## src/rtl/cache_control_if.sv

```systemverilog
// cache_control_if: CPU request, tag/valid lookup, pmem handshake and array load strobes
interface cache_control_if #(parameter int NUM_SETS = 8);
  logic                        mem_read;
  logic                        mem_write;
  logic [$clog2(NUM_SETS)-1:0] set_idx;
  logic                        tag_match0;
  logic                        tag_match1;
  logic                        v0;
  logic                        v1;
  logic                        pmem_resp;
  logic                        mem_resp;
  logic                        pmem_read;
  logic                        pmem_write;
  logic                        way_sel;
  logic                        valid_load;
  logic                        tag_load;
  logic                        data_load;
  logic                        data_src_sel;
  logic                        pmem_addr_sel;
  modport master (
    output mem_read, mem_write, set_idx, tag_match0, tag_match1, v0, v1, pmem_resp,
    input  mem_resp, pmem_read, pmem_write, way_sel, valid_load, tag_load, data_load,
           data_src_sel, pmem_addr_sel
  );
  modport slave (
    input  mem_read, mem_write, set_idx, tag_match0, tag_match1, v0, v1, pmem_resp,
    output mem_resp, pmem_read, pmem_write, way_sel, valid_load, tag_load, data_load,
           data_src_sel, pmem_addr_sel
  );
endinterface

```

## src/rtl/cache_control.sv

```systemverilog
// cache_control: 2-way cache controller FSM with per-set LRU and per-line dirty bits
module cache_control #(parameter int NUM_SETS = 8) (
  input  logic            clk,
  input  logic            reset,
  cache_control_if.slave  bus
);
  typedef enum logic [1:0] {COMPARE, WRITEBACK, FILL} state_t;
  state_t                       state_q, state_d;
  logic [NUM_SETS-1:0]          lru_q, lru_d;
  logic [NUM_SETS-1:0][1:0]     dirty_q, dirty_d;
  logic                         victim_q, victim_d;
  logic                         hit0, hit1, hit_way, victim_new;
  always_comb begin
    hit0       = bus.tag_match0 & bus.v0;
    hit1       = bus.tag_match1 & bus.v1;
    hit_way    = !hit0;
    victim_new = !bus.v0 ? 1'b0 : !bus.v1 ? 1'b1 : lru_q[bus.set_idx];
    state_d    = state_q;
    lru_d      = lru_q;
    dirty_d    = dirty_q;
    victim_d   = victim_q;
    bus.mem_resp      = 1'b0;
    bus.pmem_read     = 1'b0;
    bus.pmem_write    = 1'b0;
    bus.way_sel       = 1'b0;
    bus.valid_load    = 1'b0;
    bus.tag_load      = 1'b0;
    bus.data_load     = 1'b0;
    bus.data_src_sel  = 1'b0;
    bus.pmem_addr_sel = 1'b0;
    case (state_q)
      COMPARE: if (bus.mem_read || bus.mem_write) begin
        if (hit0 || hit1) begin
          bus.mem_resp           = 1'b1;
          bus.way_sel            = hit_way;
          bus.data_load          = bus.mem_write;
          lru_d[bus.set_idx]     = !hit_way;
          if (bus.mem_write) dirty_d[bus.set_idx][hit_way] = 1'b1;
        end else begin
          // a victim can only be dirty when both ways are valid
          victim_d = victim_new;
          state_d  = (bus.v0 && bus.v1 && dirty_q[bus.set_idx][victim_new]) ? WRITEBACK : FILL;
        end
      end
      WRITEBACK: begin
        bus.pmem_write    = 1'b1;
        bus.pmem_addr_sel = 1'b1;
        bus.way_sel       = victim_q;
        if (bus.pmem_resp) begin
          dirty_d[bus.set_idx][victim_q] = 1'b0;
          state_d = FILL;
        end
      end
      FILL: begin
        bus.pmem_read = 1'b1;
        bus.way_sel   = victim_q;
        if (bus.pmem_resp) begin
          bus.data_load    = 1'b1;
          bus.tag_load     = 1'b1;
          bus.valid_load   = 1'b1;
          bus.data_src_sel = 1'b1;
          dirty_d[bus.set_idx][victim_q] = 1'b0;
          state_d = COMPARE;
        end
      end
      default: state_d = COMPARE;
    endcase
  end
  always_ff @(posedge clk or posedge reset) begin
    if (reset) begin
      state_q  <= COMPARE;
      lru_q    <= '0;
      dirty_q  <= '0;
      victim_q <= 1'b0;
    end else begin
      state_q  <= state_d;
      lru_q    <= lru_d;
      dirty_q  <= dirty_d;
      victim_q <= victim_d;
    end
  end
endmodule

```

## src/flat_wrapper.sv

```systemverilog
// flat-port wrapper written by rule: the top's interface ports become plain ports
module cache_control_flat 
#(parameter int NUM_SETS = 8)
  (clk, reset, bus_mem_read, bus_mem_write, bus_set_idx, bus_tag_match0, bus_tag_match1, bus_v0, bus_v1, bus_pmem_resp, bus_mem_resp, bus_pmem_read, bus_pmem_write, bus_way_sel, bus_valid_load, bus_tag_load, bus_data_load, bus_data_src_sel, bus_pmem_addr_sel);
  cache_control_if #(.NUM_SETS(NUM_SETS)) bus_i ();
  input  logic clk;
  input  logic reset;
  input wire logic [$bits(bus_i.mem_read)-1:0] bus_mem_read;
  input wire logic [$bits(bus_i.mem_write)-1:0] bus_mem_write;
  input wire logic [$bits(bus_i.set_idx)-1:0] bus_set_idx;
  input wire logic [$bits(bus_i.tag_match0)-1:0] bus_tag_match0;
  input wire logic [$bits(bus_i.tag_match1)-1:0] bus_tag_match1;
  input wire logic [$bits(bus_i.v0)-1:0] bus_v0;
  input wire logic [$bits(bus_i.v1)-1:0] bus_v1;
  input wire logic [$bits(bus_i.pmem_resp)-1:0] bus_pmem_resp;
  output wire logic [$bits(bus_i.mem_resp)-1:0] bus_mem_resp;
  output wire logic [$bits(bus_i.pmem_read)-1:0] bus_pmem_read;
  output wire logic [$bits(bus_i.pmem_write)-1:0] bus_pmem_write;
  output wire logic [$bits(bus_i.way_sel)-1:0] bus_way_sel;
  output wire logic [$bits(bus_i.valid_load)-1:0] bus_valid_load;
  output wire logic [$bits(bus_i.tag_load)-1:0] bus_tag_load;
  output wire logic [$bits(bus_i.data_load)-1:0] bus_data_load;
  output wire logic [$bits(bus_i.data_src_sel)-1:0] bus_data_src_sel;
  output wire logic [$bits(bus_i.pmem_addr_sel)-1:0] bus_pmem_addr_sel;
  assign bus_i.mem_read = bus_mem_read;
  assign bus_i.mem_write = bus_mem_write;
  assign bus_i.set_idx = bus_set_idx;
  assign bus_i.tag_match0 = bus_tag_match0;
  assign bus_i.tag_match1 = bus_tag_match1;
  assign bus_i.v0 = bus_v0;
  assign bus_i.v1 = bus_v1;
  assign bus_i.pmem_resp = bus_pmem_resp;
  assign bus_mem_resp = bus_i.mem_resp;
  assign bus_pmem_read = bus_i.pmem_read;
  assign bus_pmem_write = bus_i.pmem_write;
  assign bus_way_sel = bus_i.way_sel;
  assign bus_valid_load = bus_i.valid_load;
  assign bus_tag_load = bus_i.tag_load;
  assign bus_data_load = bus_i.data_load;
  assign bus_data_src_sel = bus_i.data_src_sel;
  assign bus_pmem_addr_sel = bus_i.pmem_addr_sel;
  cache_control #(.NUM_SETS(NUM_SETS)) u_core (.clk(clk), .reset(reset), .bus(bus_i));
endmodule
```

## config.mk

```make
export PLATFORM = sky130hd
export DESIGN_NAME = cache_control_flat
export DESIGN_NICKNAME = d
export VERILOG_FILES = /design/src/rtl/cache_control_if.sv /design/src/rtl/cache_control.sv /design/src/flat_wrapper.sv
export SDC_FILE = /design/constraint.sdc
export NUM_CORES = 1
export LEC_CHECK = 0
export CAP_MARGIN = 40
export CELL_PAD_IN_SITES_DETAIL_PLACEMENT = 0
export CELL_PAD_IN_SITES_GLOBAL_PLACEMENT = 2
export CORE_ASPECT_RATIO = 0.75
export CORE_MARGIN = 2
export CORE_UTILIZATION = 30
export CTS_CLUSTER_SIZE = 12
export DETAILED_ROUTE_END_ITERATION = 10
export PLACE_DENSITY = 0.83
export SYNTH_ARGS = -nofsm -noshare
export SYNTH_HDL_FRONTEND = slang
export SYNTH_SLANG_ARGS = --single-unit
```

## constraint.sdc

```tcl
create_clock -name clk -period 1.6 [get_ports clk]
set_clock_uncertainty 0.1 [all_clocks]
set_input_delay 0.16 -clock clk [delete_from_list [all_inputs] [get_ports clk]]
set_output_delay 0.16 -clock clk [all_outputs]
set_load 0.05 [all_outputs]
```

==> results.txt <==
Vias = 1721
Worst R2R Setup Slack = -0.16 ns
Internal = 2330 uW
Cell family with most CP delay = flip-flops
Post-DRT Antenna Nets = 0
Worst r2r path cells = 8
Antenna cells = 0
Port bufs = 20
Layout cell share with drive strength beyond 1 = 52.8%
Io pins = 21
Crit Path Class = flop to primary output
Hold WC Path Type = primary input to async pin
Design Power = 3880 uW
Initial Utilization = 31.5%
Post-Route Utilization = 54.3%
Antenna violations before repair = 0
Crit path arrival time = 1.67 ns
CP Depth = 7
Switching Fraction = 39.8%
Cell area after synthesis = 1700 um2
Die H = 69.2 um
CP startpoint kind = flop
Flop pwr share = 26.5%
Post-DP HPWL = 3730 um
Fmax = 519 MHz
Multiplexer area fraction after synthesis = 11.9%
Hold Vio Cnt, Final = 0
Smallest setup slack after layout = -0.325 ns
Worst Path Buf+Inv = 3
Main combinational cell family by area after synthesis = compound AO/OA/AOI/OAI gates
Unique masters post-synth = 40
Commonest cells in the synthesized netlist = o21ai_0 (28), dfrtp_1 (27), nand2_1 (20)
Syn Inst Count = 191
Comb pwr share = 63.5%
VDD IR max = 0.000635 V
Largest net degree at the start of global routing = 28
Synth Area in Simple Gates = 15.7%
Worst-path clk slew = 0.09 ns
Failing checks = negative setup slack
Share of synthesized registers carrying an async set or reset = 100%
Final setup vio count = 33
Max-slew violations = 0
First-pass GRT wire length = 8620 um
Worst path cell trace = inv_2, ha_4, buf_6, nand3b_1, or2_4, a21oi_4, buf_12
Synthesized-area fraction occupied by xor and xnor cells = 0%
Vias in the first global route = 1617
Synthesis-stage register bit count = 27
Post-synth top flop = dfrtp_1
Setup WS pre-CTS = -0.491 ns
CTS Buf Count = 3
Power density over the cells = 1320 nW/um2
DP Cell Count = 331
Synth Area in Adders = 2.94%
Die width = 91.0 um
Root Buffer = clkbuf_8
TritonRoute pass-1 iters = 4
Top-count cell post-synth = o21ai_0
Routability cong. = 0.859
Max clock buf depth = 2
Leakage = 0.00121 uW
CTS Hold Bufs = 0
Worst-skew pair later-pin latency = 0.27 ns
Nets = 286
Outcome = finished, violations left
Synth area leaders = dfrtp_1 (40%), o21ai_0 (8.2%), mux2_2 (6.0%)
Slew HR = 70.2%
TritonCTS clock tree = built
Warnings, synthesis = 0
Clock period minus worst slack = 1.93 ns
RR Endpoint = u_core.lru_q[6]
FF-to-FF Start = u_core.state_q[0]
Setup TNS = -4.81 ns
Initial DRC count = 122
Clock power share = 10.0%
Number of synthesized flops with an enable pin = 0
Worst Tran Pin Value = 0.444 ns
Filler cell count = 516
CP max FO = 3
Maxcap violations = 0
P_sw = 1550 uW
Slowest CP cell = dfrtp_1
Avg Cell Area, Syn = 8.91 um2
Final Cycle Share = 120%
P&R area growth vs syn = 72.6%
Vias per cell = 5.00
CP max stage delay = 0.42 ns
Site row count = 23
GRT Util Overall = 17.2%
Clock sinks = 27
Leading area contributor after synthesis = dfrtp_1
Req. time, crit path = 1.34 ns
Die Footprint = 6300 um2
Synth Area in Compound Gates = 22.7%
RSZ-0062 raised after global routing = true
Routed WL = 5260 um
Register area share after synthesis = 39.7%
# H-tree levels = 1
Total grt overflow = 0
DRC = 0
CP Capture Type = primary output
Finished Layout Cells = 344
Wirelength per Cell = 15.3 um
Core region area = 5410 um2
Yosys top cell area share = 39.7%
Post-Syn Nets = 207
what timing repair did:
item                                    CTS  global route
buffers inserted                         33             4
pin swaps                                13            18
gates resized for setup                  64            36
gates cloned                              0             0
endpoints found under the setup margin   32            36
kinds of logic (layout without fill, tap and decap cells):
group / count (synthesis) / in the layout
muxes: 19 / 19
buffers and inverters: 24 / 102
DFF: 27 / 27
AOI/OAI and AO/OA: 65 / 65
adders and majority gates: 4 / 4
and+or+nand+nor: 52 / 52
placed cells by master, fill, tap and decap left out, types with 3 or more instances in the layout:
| master | n |
|---|---|
| a21oi_1 | 15 |
| and2_1 | 4 |
| buf_12 | 10 |
| buf_4 | 47 |
| buf_6 | 17 |
| clkbuf_8 | 3 |
| clkdlybuf4s50_1 | 8 |
| dfrtp_1 | 27 |
| ha_4 | 4 |
| inv_1 | 6 |
| inv_2 | 3 |
| mux2_2 | 9 |
| mux2i_1 | 8 |
| nand2_1 | 11 |
| nand2_2 | 9 |
| nand3b_1 | 3 |
| nor2_1 | 5 |
| o21ai_1 | 16 |
| o21ai_2 | 12 |
| o31ai_1 | 3 |
registers in the layout, indices dropped and copies added (netlist names):
| name | count |
|---|---|
| u_core.dirty_q | 16 |
| u_core.lru_q | 8 |
| u_core.state_q | 2 |
| u_core.victim_q | 1 |
power groups by stage:
stage / clock, uW / combinational [uW] / sequential [uW]
after global placement: 0 / 1850 / 1020
after floorplan: 0 / 1030 / 984
after CTS: 406 / 2230 / 1020
after detailed placement: 0 / 1860 / 1020
after global routing: 435 / 2630 / 1050
final: 387 / 2460 / 1030
area by class of cell:
cell class | count | area (um2) | share of cell area [%]
Inverter | 11 | 45.0 | 1.53
Tap cell | 75 | 93.8 | 3.19
Sequential cell | 27 | 676 | 23.0
Multi-Input combinational cell | 140 | 1200 | 40.7
Clock buffer | 4 | 45.0 | 1.53
Timing Repair Buffer | 87 | 882 | 30.0
worst min-delay path, cell delays in order:
cell and delay, ns:
clkdlybuf4s50_1 0.39, inv_1 0.05, buf_4 0.33
layer usage:
layer / share of wire (%) / global-route usage (%) / routed length [um]
met3: 4.4 / 3.15 / 232
met2: 44 / 23.9 / 2300
met1: 52 / 28.6 / 2720
met5: 0 / 0 / 0
met4: 0.21 / 1.01 / 11
through the flow:
| stage | hold WS (ns) | instance area (um2) |
|---|---|---|
| CTS | 0.153 | 2790 |
| global placement | 0.387 | 2510 |
| detailed placement | 0.393 | 2510 |
| floorplan | 0.113 | 1780 |
| finish | 0.141 | 2940 |
| global route | 0.215 | 2940 |
how the worst max path moves through the flow:
stage / slack (ns) / startpoint / end
detailed placement: -0.49 / bus_set_idx[2] / u_core.state_q[0]
global route: -0.38 / u_core.state_q[0] / bus_way_sel
floorplan: -0.08 / u_core.state_q[0] / bus_data_load
global placement: -0.47 / bus_set_idx[1] / u_core.state_q[1]
CTS: -0.30 / u_core.state_q[1] / bus_way_sel
finish: -0.33 / u_core.state_q[0] / bus_way_sel
Note: power is estimated with default switching activity, not from simulation.
